`src/rtl/vlan_remover.sv`:
```
// vlan_remover: egress 802.1Q tag stripper.
// A fallthrough FIFO buffers the input stream. On the first beat of each packet
// a tag at bytes 12-15 is detected. Tagged packets have those 4 bytes removed,
// every following beat is shifted down by 4 bytes, and the tuser length drops by 4.
// Untagged packets pass through unchanged. The outputs are driven
// combinationally from the FIFO head and the 224-bit residual register.
module vlan_remover #(
  parameter int C_M_AXIS_DATA_WIDTH  = 256,
  parameter int C_S_AXIS_DATA_WIDTH  = 256,
  parameter int C_M_AXIS_TUSER_WIDTH = 128,
  parameter int C_S_AXIS_TUSER_WIDTH = 128,
  parameter int FIFO_DEPTH_BITS      = 2
) (
  input  logic                               axis_aclk,
  input  logic                               axis_reset,

  input  logic [C_S_AXIS_DATA_WIDTH-1:0]     s_axis_tdata,
  input  logic [C_S_AXIS_DATA_WIDTH/8-1:0]   s_axis_tkeep,
  input  logic [C_S_AXIS_TUSER_WIDTH-1:0]    s_axis_tuser,
  input  logic                               s_axis_tvalid,
  output logic                               s_axis_tready,
  input  logic                               s_axis_tlast,

  output logic [C_M_AXIS_DATA_WIDTH-1:0]     m_axis_tdata,
  output logic [C_M_AXIS_DATA_WIDTH/8-1:0]   m_axis_tkeep,
  output logic [C_M_AXIS_TUSER_WIDTH-1:0]    m_axis_tuser,
  output logic                               m_axis_tvalid,
  input  logic                               m_axis_tready,
  output logic                               m_axis_tlast,

  output logic [11:0]                        last_vid,
  output logic [31:0]                        tagged_pkts,
  output logic [31:0]                        untagged_pkts
);

  localparam int DW     = C_S_AXIS_DATA_WIDTH;
  localparam int KW     = DW / 8;
  localparam int UW     = C_S_AXIS_TUSER_WIDTH;
  localparam int RES_W  = DW - 32;
  localparam int RES_KW = KW - 4;
  localparam int DEPTH  = 1 << FIFO_DEPTH_BITS;
  localparam int CNT_W  = FIFO_DEPTH_BITS + 1;

  typedef enum logic [1:0] {
    S_HEADER,
    S_PASS,
    S_STRIP,
    S_FLUSH
  } state_t;

  // ---------------------------------------------------------------------------
  // Input fallthrough FIFO
  // ---------------------------------------------------------------------------
  logic [DW-1:0]              r_mem_data [DEPTH];
  logic [KW-1:0]              r_mem_keep [DEPTH];
  logic [UW-1:0]              r_mem_user [DEPTH];
  logic                       r_mem_last [DEPTH];
  logic [FIFO_DEPTH_BITS-1:0] r_wr_ptr;
  logic [FIFO_DEPTH_BITS-1:0] r_rd_ptr;
  logic [CNT_W-1:0]           r_count;

  logic                       w_wr;
  logic                       w_pop;
  logic                       w_empty;
  logic                       w_nearly_full;
  logic [DW-1:0]              w_head_data;
  logic [KW-1:0]              w_head_keep;
  logic [UW-1:0]              w_head_user;
  logic                       w_head_last;

  assign w_empty       = (r_count == '0);
  assign w_nearly_full = (r_count >= CNT_W'(DEPTH - 1));
  assign s_axis_tready = !w_nearly_full;
  assign w_wr          = s_axis_tvalid && s_axis_tready;

  assign w_head_data = r_mem_data[r_rd_ptr];
  assign w_head_keep = r_mem_keep[r_rd_ptr];
  assign w_head_user = r_mem_user[r_rd_ptr];
  assign w_head_last = r_mem_last[r_rd_ptr];

  // FIFO storage: written on every accepted input beat
  always_ff @(posedge axis_aclk) begin
    if (w_wr) begin
      r_mem_data[r_wr_ptr] <= s_axis_tdata;
      r_mem_keep[r_wr_ptr] <= s_axis_tkeep;
      r_mem_user[r_wr_ptr] <= s_axis_tuser;
      r_mem_last[r_wr_ptr] <= s_axis_tlast;
    end
  end

  // FIFO pointers and occupancy
  always_ff @(posedge axis_aclk) begin
    if (axis_reset) begin
      r_wr_ptr <= '0;
      r_rd_ptr <= '0;
      r_count  <= '0;
    end else begin
      if (w_wr) begin
        r_wr_ptr <= r_wr_ptr + FIFO_DEPTH_BITS'(1);
      end
      if (w_pop) begin
        r_rd_ptr <= r_rd_ptr + FIFO_DEPTH_BITS'(1);
      end
      case ({w_wr, w_pop})
        2'b10:   r_count <= r_count + CNT_W'(1);
        2'b01:   r_count <= r_count - CNT_W'(1);
        default: r_count <= r_count;
      endcase
    end
  end

  // ---------------------------------------------------------------------------
  // Strip FSM
  // ---------------------------------------------------------------------------
  state_t              r_state;
  logic [RES_W-1:0]    r_res;
  logic [RES_KW-1:0]   r_res_keep;
  logic [UW-1:0]       r_ru;
  logic                r_first;
  logic [11:0]         r_last_vid;
  logic [31:0]         r_tagged;
  logic [31:0]         r_untagged;

  logic                w_tagged;
  logic                w_strip_end;
  logic                w_out_valid;
  logic [DW-1:0]       w_out_data;
  logic [KW-1:0]       w_out_keep;
  logic [UW-1:0]       w_out_user;
  logic                w_out_last;

  assign w_tagged    = (w_head_data[111:96] == 16'h0081);
  // The final input beat fits entirely into the current output beat.
  assign w_strip_end = (w_head_keep[KW-1:4] == '0);

  // Output beat and FIFO pop selection for the current state
  always_comb begin
    w_out_valid = 1'b0;
    w_out_data  = '0;
    w_out_keep  = '0;
    w_out_user  = '0;
    w_out_last  = 1'b0;
    w_pop       = 1'b0;
    case (r_state)
      S_HEADER: begin
        w_pop = !w_empty && w_tagged;
      end
      S_PASS: begin
        w_out_valid = !w_empty;
        w_out_data  = w_head_data;
        w_out_keep  = w_head_keep;
        w_out_user  = w_head_user;
        w_out_last  = w_head_last;
        w_pop       = !w_empty && m_axis_tready;
      end
      S_STRIP: begin
        w_out_valid = !w_empty;
        w_out_data  = {w_head_data[31:0], r_res};
        w_out_keep  = {w_head_keep[3:0], r_res_keep};
        w_out_user  = r_first ? r_ru : w_head_user;
        w_out_last  = w_head_last && w_strip_end;
        w_pop       = !w_empty && m_axis_tready;
      end
      S_FLUSH: begin
        w_out_valid = 1'b1;
        w_out_data  = {32'd0, r_res};
        w_out_keep  = {4'd0, r_res_keep};
        w_out_user  = r_ru;
        w_out_last  = 1'b1;
      end
      default: begin
        w_pop = 1'b0;
      end
    endcase
    // Idle and reset cycles present an all-zero bus.
    if (axis_reset || !w_out_valid) begin
      w_out_valid = 1'b0;
      w_out_data  = '0;
      w_out_keep  = '0;
      w_out_user  = '0;
      w_out_last  = 1'b0;
    end
  end

  // State, residual, captured VID and packet counters
  always_ff @(posedge axis_aclk) begin
    if (axis_reset) begin
      r_state    <= S_HEADER;
      r_res      <= '0;
      r_res_keep <= '0;
      r_ru       <= '0;
      r_first    <= 1'b0;
      r_last_vid <= '0;
      r_tagged   <= '0;
      r_untagged <= '0;
    end else begin
      case (r_state)
        S_HEADER: begin
          if (!w_empty) begin
            if (w_tagged) begin
              r_res      <= {w_head_data[DW-1:128], w_head_data[95:0]};
              r_res_keep <= {w_head_keep[KW-1:16], w_head_keep[11:0]};
              r_ru       <= {w_head_user[UW-1:16], w_head_user[15:0] - 16'd4};
              r_first    <= 1'b1;
              r_last_vid <= {w_head_data[115:112], w_head_data[127:120]};
              r_tagged   <= r_tagged + 32'd1;
              r_state    <= w_head_last ? S_FLUSH : S_STRIP;
            end else begin
              r_untagged <= r_untagged + 32'd1;
              r_state    <= S_PASS;
            end
          end
        end
        S_PASS: begin
          if (!w_empty && m_axis_tready && w_head_last) begin
            r_state <= S_HEADER;
          end
        end
        S_STRIP: begin
          if (!w_empty && m_axis_tready) begin
            r_res      <= w_head_data[DW-1:32];
            r_res_keep <= w_head_keep[KW-1:4];
            r_ru       <= w_head_user;
            r_first    <= 1'b0;
            if (w_head_last) begin
              if (w_strip_end) begin
                r_res      <= '0;
                r_res_keep <= '0;
                r_state    <= S_HEADER;
              end else begin
                r_state <= S_FLUSH;
              end
            end
          end
        end
        S_FLUSH: begin
          if (m_axis_tready) begin
            r_res      <= '0;
            r_res_keep <= '0;
            r_state    <= S_HEADER;
          end
        end
        default: begin
          r_state <= S_HEADER;
        end
      endcase
    end
  end

  assign m_axis_tvalid = w_out_valid;
  assign m_axis_tdata  = w_out_data;
  assign m_axis_tkeep  = w_out_keep;
  assign m_axis_tuser  = w_out_user;
  assign m_axis_tlast  = w_out_last;

  assign last_vid      = r_last_vid;
  assign tagged_pkts   = r_tagged;
  assign untagged_pkts = r_untagged;

endmodule

```
`config.mk`:
```
export PLATFORM = sky130hd
export DESIGN_NAME = vlan_remover
export DESIGN_NICKNAME = d
export VERILOG_FILES = /design/src/rtl/vlan_remover.sv
export SDC_FILE = /design/constraint.sdc
export NUM_CORES = 2
export LEC_CHECK = 0
export CELL_PAD_IN_SITES_DETAIL_PLACEMENT = 1
export CELL_PAD_IN_SITES_GLOBAL_PLACEMENT = 1
export CORE_UTILIZATION = 50
export CTS_CLUSTER_DIAMETER = 50
export CTS_CLUSTER_SIZE = 30
export DETAILED_ROUTE_END_ITERATION = 10
export DONT_BUFFER_PORTS = 1
export PLACE_DENSITY_LB_ADDON = 0.1
export SLEW_MARGIN = 10
export SYNTH_ARGS = -nofsm -noshare
export SYNTH_HDL_FRONTEND = slang
export SYNTH_SLANG_ARGS = --single-unit
```
`constraint.sdc`:
```
create_clock -name axis_aclk -period 20.8 [get_ports axis_aclk]
set_input_delay 2.08 -clock axis_aclk [delete_from_list [all_inputs] [get_ports axis_aclk]]
set_output_delay 2.08 -clock axis_aclk [all_outputs]
set_load 0.1 [all_outputs]
```
Yosys cells after proc, flatten, opt, wreduce, memory -nomap -nowiden
Memory sizes are Yosys's and may differ from the RTL's. A register that Yosys moved wholly into a read port is not among the register bits.
Index checks and enable logic that the tools add are counted.

word-level totals
  register bits = 466
  memory bits (writable) = 1668
  bits of input ports = 421
  output and inout bits = 495
  logic and storage cells = 112
  memories = 4

cells by class
  add/subtract/negate cells = 7
  order comparisons = 1
  equal/unequal tests = 12
  multiplexer cells = 54
  bitwise logic cells = 2
  reductions and logical operators = 21

memories
  name        words  bits a word  rd ports  clocked after Yosys merged registers in  wr ports  line  text
  r_mem_data  4      256          1         1                                        1         54    logic [DW-1:0] r_mem_data [DEPTH];
  r_mem_user  4      128          1         1                                        1         56    logic [UW-1:0] r_mem_user [DEPTH];
  r_mem_keep  4      32           1         1                                        1         55    logic [KW-1:0] r_mem_keep [DEPTH];
  r_mem_last  4      1            1         1                                        1         57    logic r_mem_last [DEPTH];

operator list
  cell                     count
  $mux W224                6
  $pmux W256 S3            1
  $pmux W224 S3            1
  $mux W128                5
  $pmux W128 S3            1
  $mux W256                1
  $pmux W128 S2            1
  $mux W28                 6
  $pmux W32 S3             1
  $pmux W28 S3             1
  $add A32 B1 Y32 const B  2
  $mux W32                 1
  $mux W2                  15
  $logic_not A28 Y1        1
  $eq A16 B8 Y1 const B    1
  $sub A16 B3 Y16 const B  1
  $ne A2 B2 Y1 const B     6
  $reduce_and A5 Y1        2
  $mux W1                  8
  $pmux W2 S4              1
  $eq A2 B2 Y1 const B     3
  $pmux W1 S2              3
  $pmux W3 S2              1
  $reduce_and A3 Y1        2
  16 further kinds         26

Longest topological paths before layout
  depth after elaboration = 6
  depth in mapped cells = 13
  depth with buffers taken out = 11

Worst setup path before layout
Ideal clock, no wire load.

  kind = input-to-reg
  start point = input port s_axis_tvalid
  end point = memory r_mem_data[3][0] (netlist name), enable pin
  library setup time = 0.837 ns
  data arrival time = 11.589 ns
  required time = 19.963 ns
  slack = 8.374 ns
  stages on the path = 1
  path buffers = 0
  path through = and3_1

on the way
  word-level cells in the longest chain between the ends = 3

RTL lines
  what                           line  text
  start, declared                20    input logic s_axis_tvalid,
  $logic_and A1 B1 Y1            74    assign w_wr = s_axis_tvalid && s_axis_tready;
  $mux W1                        83    if (w_wr) begin
  $mux W1 (not written as such)  84    r_mem_data[r_wr_ptr] <= s_axis_tdata;
  end, declared                  54

No other way between the ends.

Final worst setup path
  start point = register r_state[0]
  end point = output port m_axis_tdata[161]

on the way
  word-level cells in the longest chain between the ends = 6
  elaborated cells between the ends (all ways) = 9
  those cells by class = eq/ne (3); mux (3); reduce/logical (3)

RTL lines
  what                                          line  text
  start, declared                               115   state_t r_state;
  start signal, assigned                        207   r_state <= w_head_last ? S_FLUSH : S_STRIP;
  $eq A2 B2 Y1 or $eq A2 B1 Y1 (tied branches)  144   case (r_state)
  $reduce_or A2 Y1 (no line)                    n/a
  $pmux W1 S2                                   144
  $logic_not A1 Y1                              176   if (axis_reset || !w_out_valid) begin
  $logic_or A1 B1 Y1                            176
  $mux W256 *                                   176
  end, declared                                 24    output logic [C_M_AXIS_DATA_WIDTH-1:0] m_axis_tdata,

Mark *: on every way between the ends. The rest lies on a longest branch, timed or not.

==> summary.md <==
| Metric | Value |
|---|---|
| Skew-Pair Late Insertion Delay | 0.85 ns |
| Leakage | roughly 29 nW |
| Layout cells sized above 1 | between 20% and 30% |
| Max-slew violations | 0 |
| Worst hold path class | register to register |
| Pre-CTS setup slack | 12.33 ns |
| FF-to-FF End | r_res[14] |
| Power density cells | ~130 nW/µm² |
| Final hold violations | 0 |
| Register area share after synthesis | 70.2% |
| GRT met3 Usage | 9.28% |
| Initial core utilization | between 50% and 60% |
| NetSw | between 0.003 and 0.004 W |
| Placeable Area | around 170,000 µm² |
| Post-synth top cells | 1,668 x edfxtp_1, 520 x a22oi_1, 478 x nor2_1 |
| Met1 GRT Util | 38.4% |
| # IOs | 916 |
| Initial antenna violation count | 18 |
| Dpl cells | 7,197 |
| Setup_tns | 0 ns |
| CTS tree | yes |
| Mux contribution to synthesized area | 11.1% |
| # rows | 150 |
| Fin crit period | 8.68 ns |
| RSZ-0062 raised after global routing | false |
| Clock power share | 31.4% |
| Worst Tran Pin Value | 1.32 ns |
| Synth Area in Compound Gates | 9.40% |
| Area growth from synthesis to layout | 11.7% |
| Total Power | 0.0119 W |
| Sink Count | approximately 2,100 |
| Drt via density | 6.69 |
| Synth Flop Type | edfxtp_1 |
| Placed inst area | 87,900 µm² |
| Power Internal | 0.00791 W |
| Max Root-Sink Buffers | 3 |
| Root Buffer | clkbuf_16 |
| Die width | between 400 and 500 µm |
| TritonCTS Buffers | 183 |
| Simple-gate area share of the yosys netlist | 6.19% |
| Die Ht | 414 µm |
| Critical Path RT | 18.72 ns |
| Main combinational cell family by area after synthesis | multiplexers |
| # H-tree levels | 4 |
| Share of the synthesized area in the top cell type | 59.1% |
| Yosys warnings | 0 |
| CP max-delay cell | buf_4 |
| EDFF count, synth | 1,668 |
| Worst vdd ir | 0.0000943 V |
| CTS Hold Buffers Added | 0 |
| Post-CTS setup buffer count | 0 |
| Post-synth ARST share | 0% |
| Count leader, synth | edfxtp_1 |
| CP arrival | ~6.6 ns |
| Critical Path Fanout Max | 74 |
| Global-route wire length before repair | 378,000 µm |
| Final Non-Filler Cells | 7,576 |
| Met2 Usage GRT | between 40% and 50% |
| Flop2flop setup slack | approximately 14 ns |
| Fillers | approximately 15,000 |
| Unique cell type count in the Yosys netlist | between 50 and 60 |
| CP endpoint kind | output port |
| CP cell instances | inv_1 -> ha_4 -> clkinv_1 -> nand2_4 -> buf_4 -> buf_4 -> buf_4 -> a22oi_1 -> nor2_2 |
| PnR worst setup slack | 12.12 ns |
| Vias | 50,700 |
| Clock transition at path regs | 0.07 ns |
| Post-cts sizing count | 0 |
| Final instance area | roughly 95,000 µm² |
| Max-capacitance violation count | 0 |
| Skew final | around 0.049 ns |
| FMAX | about 0.12 GHz |
| Initial DRC Count | 4,937 |
| Final ANT Viol Nets | 0 |
| Remaining Overflow, GRT | 0 |
| Mean routed wirelength per cell | 35.9 µm |
| XOR/XNOR Fraction of Synth Area | 0.383% |
| DR pass1 iterations | 6 |
| Tcrit/Tclk final | between 40% and 50% |
| Setup violators final | 0 |
| Avg Cell Area, Syn | 16.0 µm² |
| Switching part of the total power | 33.4% |
| Crit path top cell by count | buf_4 |
| Mapped Cells | 5,301 |
| Register share of total power | 44.2% |
| Startpoint types | register |
| Hold Startpoint | r_ru[123] |
| Hold Crit Endpoint | r_ru[123] |
| Post-synthesis cell area | 84,700 µm² |
| R2R depth | 10 |
| #FFs+latches synth | 2,136 |
| IO buf count | 0 |
| Largest net degree at the start of global routing | 216 |
| Gr usage total | 31.1% |
| Adder-cell area share of the yosys netlist | 0.216% |
| Comb pwr share | 24.4% |
| Routed wire length | between 200,000 and 300,000 µm |
| Global placer's final weighted congestion | 0.878 |
| Post-DP HPWL | 175,000 µm |
| Status | completed |
| Vias in the first global route | 50,400 |
| Full die area | between 150,000 and 200,000 µm² |
| Residual DRC | 0 |
| Leading area contributor after synthesis | edfxtp_1 |
| Slew headroom | 12.2% |
| Synth top area cells | edfxtp_1 59%, mux4_2 11%, dfxtp_1 11%, a22oi_1 4.6%, nor2_1 2.1% |
| Syn Nets | 5,736 |
| Crit path kind | register to output port |
| Grt peak-use layer | met2 |
| Max incr delay on CP | 0.89 ns |
| Hold Path Stages | 2 |
| Layout net count | 5,613 |
-- power groups by stage --
stage / logic [W] / clock network, W / registers, W
6_report: 0.00289 / 0.00372 / 0.00525
5_1_grt: 0.00303 / 0.00391 / 0.00528
4_1_cts: 0.00290 / 0.00378 / 0.00525
3_5_place_dp: 0.00289 / 0 / 0.00535
3_3_place_gp: 0.00287 / 0 / 0.00531
2_1_floorplan: 0.00185 / 0 / 0.00544
-- critical path, delay by kind of cell (launching register included) --
kind / cells / cell delay [ns]
buf+inv: 5 / 2.95
fa+ha+maj: 1 / 0.41
compound gates: 1 / 0.24
flops: 1 / 0.36
simple gates: 2 / 1.67
-- area by class of cell --
| type | instances | area, µm² | area share [%] |
|---|---|---|---|
| Antenna cell | 32 | 80.1 | 0.0847 |
| Sequential cell | 2136 | 59500 | 62.9 |
| Timing Repair Buffer | 145 | 1200 | 1.27 |
| Tap cell | 2204 | 2760 | 2.92 |
| Clock buffer | 201 | 4850 | 5.12 |
| Inverter | 30 | 120 | 0.127 |
| Multi-Input combinational cell | 2682 | 24400 | 25.8 |
| Clock inverter | 146 | 1750 | 1.85 |
-- metrics by stage --
step                utilization [%]  hold WS, ns
floorplan                         -        0.432
global placement               52.5        0.436
detailed placement             52.5        0.445
CTS                            56.4        0.456
global route                   56.4        0.469
finish                         56.4        0.454
-- state kept, by name, indices dropped and copies added (netlist names), 3 cells and up, named ones only --
| register | cells |
|---|---|
| r_count | 3 |
| untagged_pkts | 32 |
| r_mem_last | 4 |
| r_res_keep | 28 |
| r_ru | 128 |
| r_mem_user | 512 |
| r_mem_keep | 128 |
| r_mem_data | 1024 |
| tagged_pkts | 32 |
| r_res | 224 |
| last_vid | 12 |
-- logic make-up after synthesis --
| group | Yosys count |
|---|---|
| muxes | 421 |
| and+or+nand+nor | 1078 |
| xor gates and xnor gates | 37 |
| AOI/OAI and AO/OA | 1132 |
| adders and majority gates | 14 |
| buffers and inverters | 483 |
| DFF | 2136 |
-- routing by layer --
metal | up-vias | share of wire (%)
li1 | 21000 | -
met1 | 27000 | 37
met2 | 2126 | 48
met3 | 513 | 8.8
met4 | 4 | 5.9
met5 | - | 0.0092
-- layout by cell type, fill, tap and decap left out, types with 8 or more instances in the layout --
| cell | instances |
|---|---|
| nor3_1 | 14 |
| nand4_1 | 14 |
| inv_8 | 33 |
| nand3_1 | 27 |
| nand2_1 | 289 |
| buf_12 | 9 |
| a22oi_1 | 520 |
| inv_1 | 28 |
| o21ai_0 | 28 |
| dfxtp_1 | 466 |
| xnor2_1 | 22 |
| o211a_1 | 8 |
| inv_6 | 33 |
| or4_1 | 28 |
| clkbuf_16 | 190 |
| o31ai_1 | 122 |
| clkinv_2 | 15 |
| or3_1 | 16 |
| mux4_2 | 417 |
| clkinvlp_4 | 12 |
| clkinv_8 | 15 |
| clkinv_4 | 13 |
| buf_4 | 135 |
| xor2_1 | 15 |
| a31o_1 | 120 |
| nor2_2 | 416 |
| nor2_1 | 61 |
| bufinv_16 | 14 |
| nor4_1 | 19 |
| a31o_2 | 24 |
| a21oi_1 | 273 |
| diode_2 | 32 |
| a211oi_1 | 13 |
| and4_1 | 152 |
| and3_1 | 9 |
| ha_1 | 11 |
| edfxtp_1 | 1668 |
-- how the worst max path moves through the flow --
stage | startpoint | end | slack [ns] | cells past startpoint
6_report | r_state[0] | m_axis_tdata[161] | 12.12 | 9
5_1_grt | r_state[0] | m_axis_tdata[138] | 11.85 | 9
4_1_cts | r_state[0] | m_axis_tdata[161] | 12.06 | 9
3_5_place_dp | axis_reset | m_axis_tvalid | 12.33 | 5
3_3_place_gp | axis_reset | m_axis_tvalid | 12.48 | 5
2_1_floorplan | s_axis_tvalid | r_mem_data[3][0] | 8.37 | 1
Note: power is estimated with default switching activity, not from simulation.
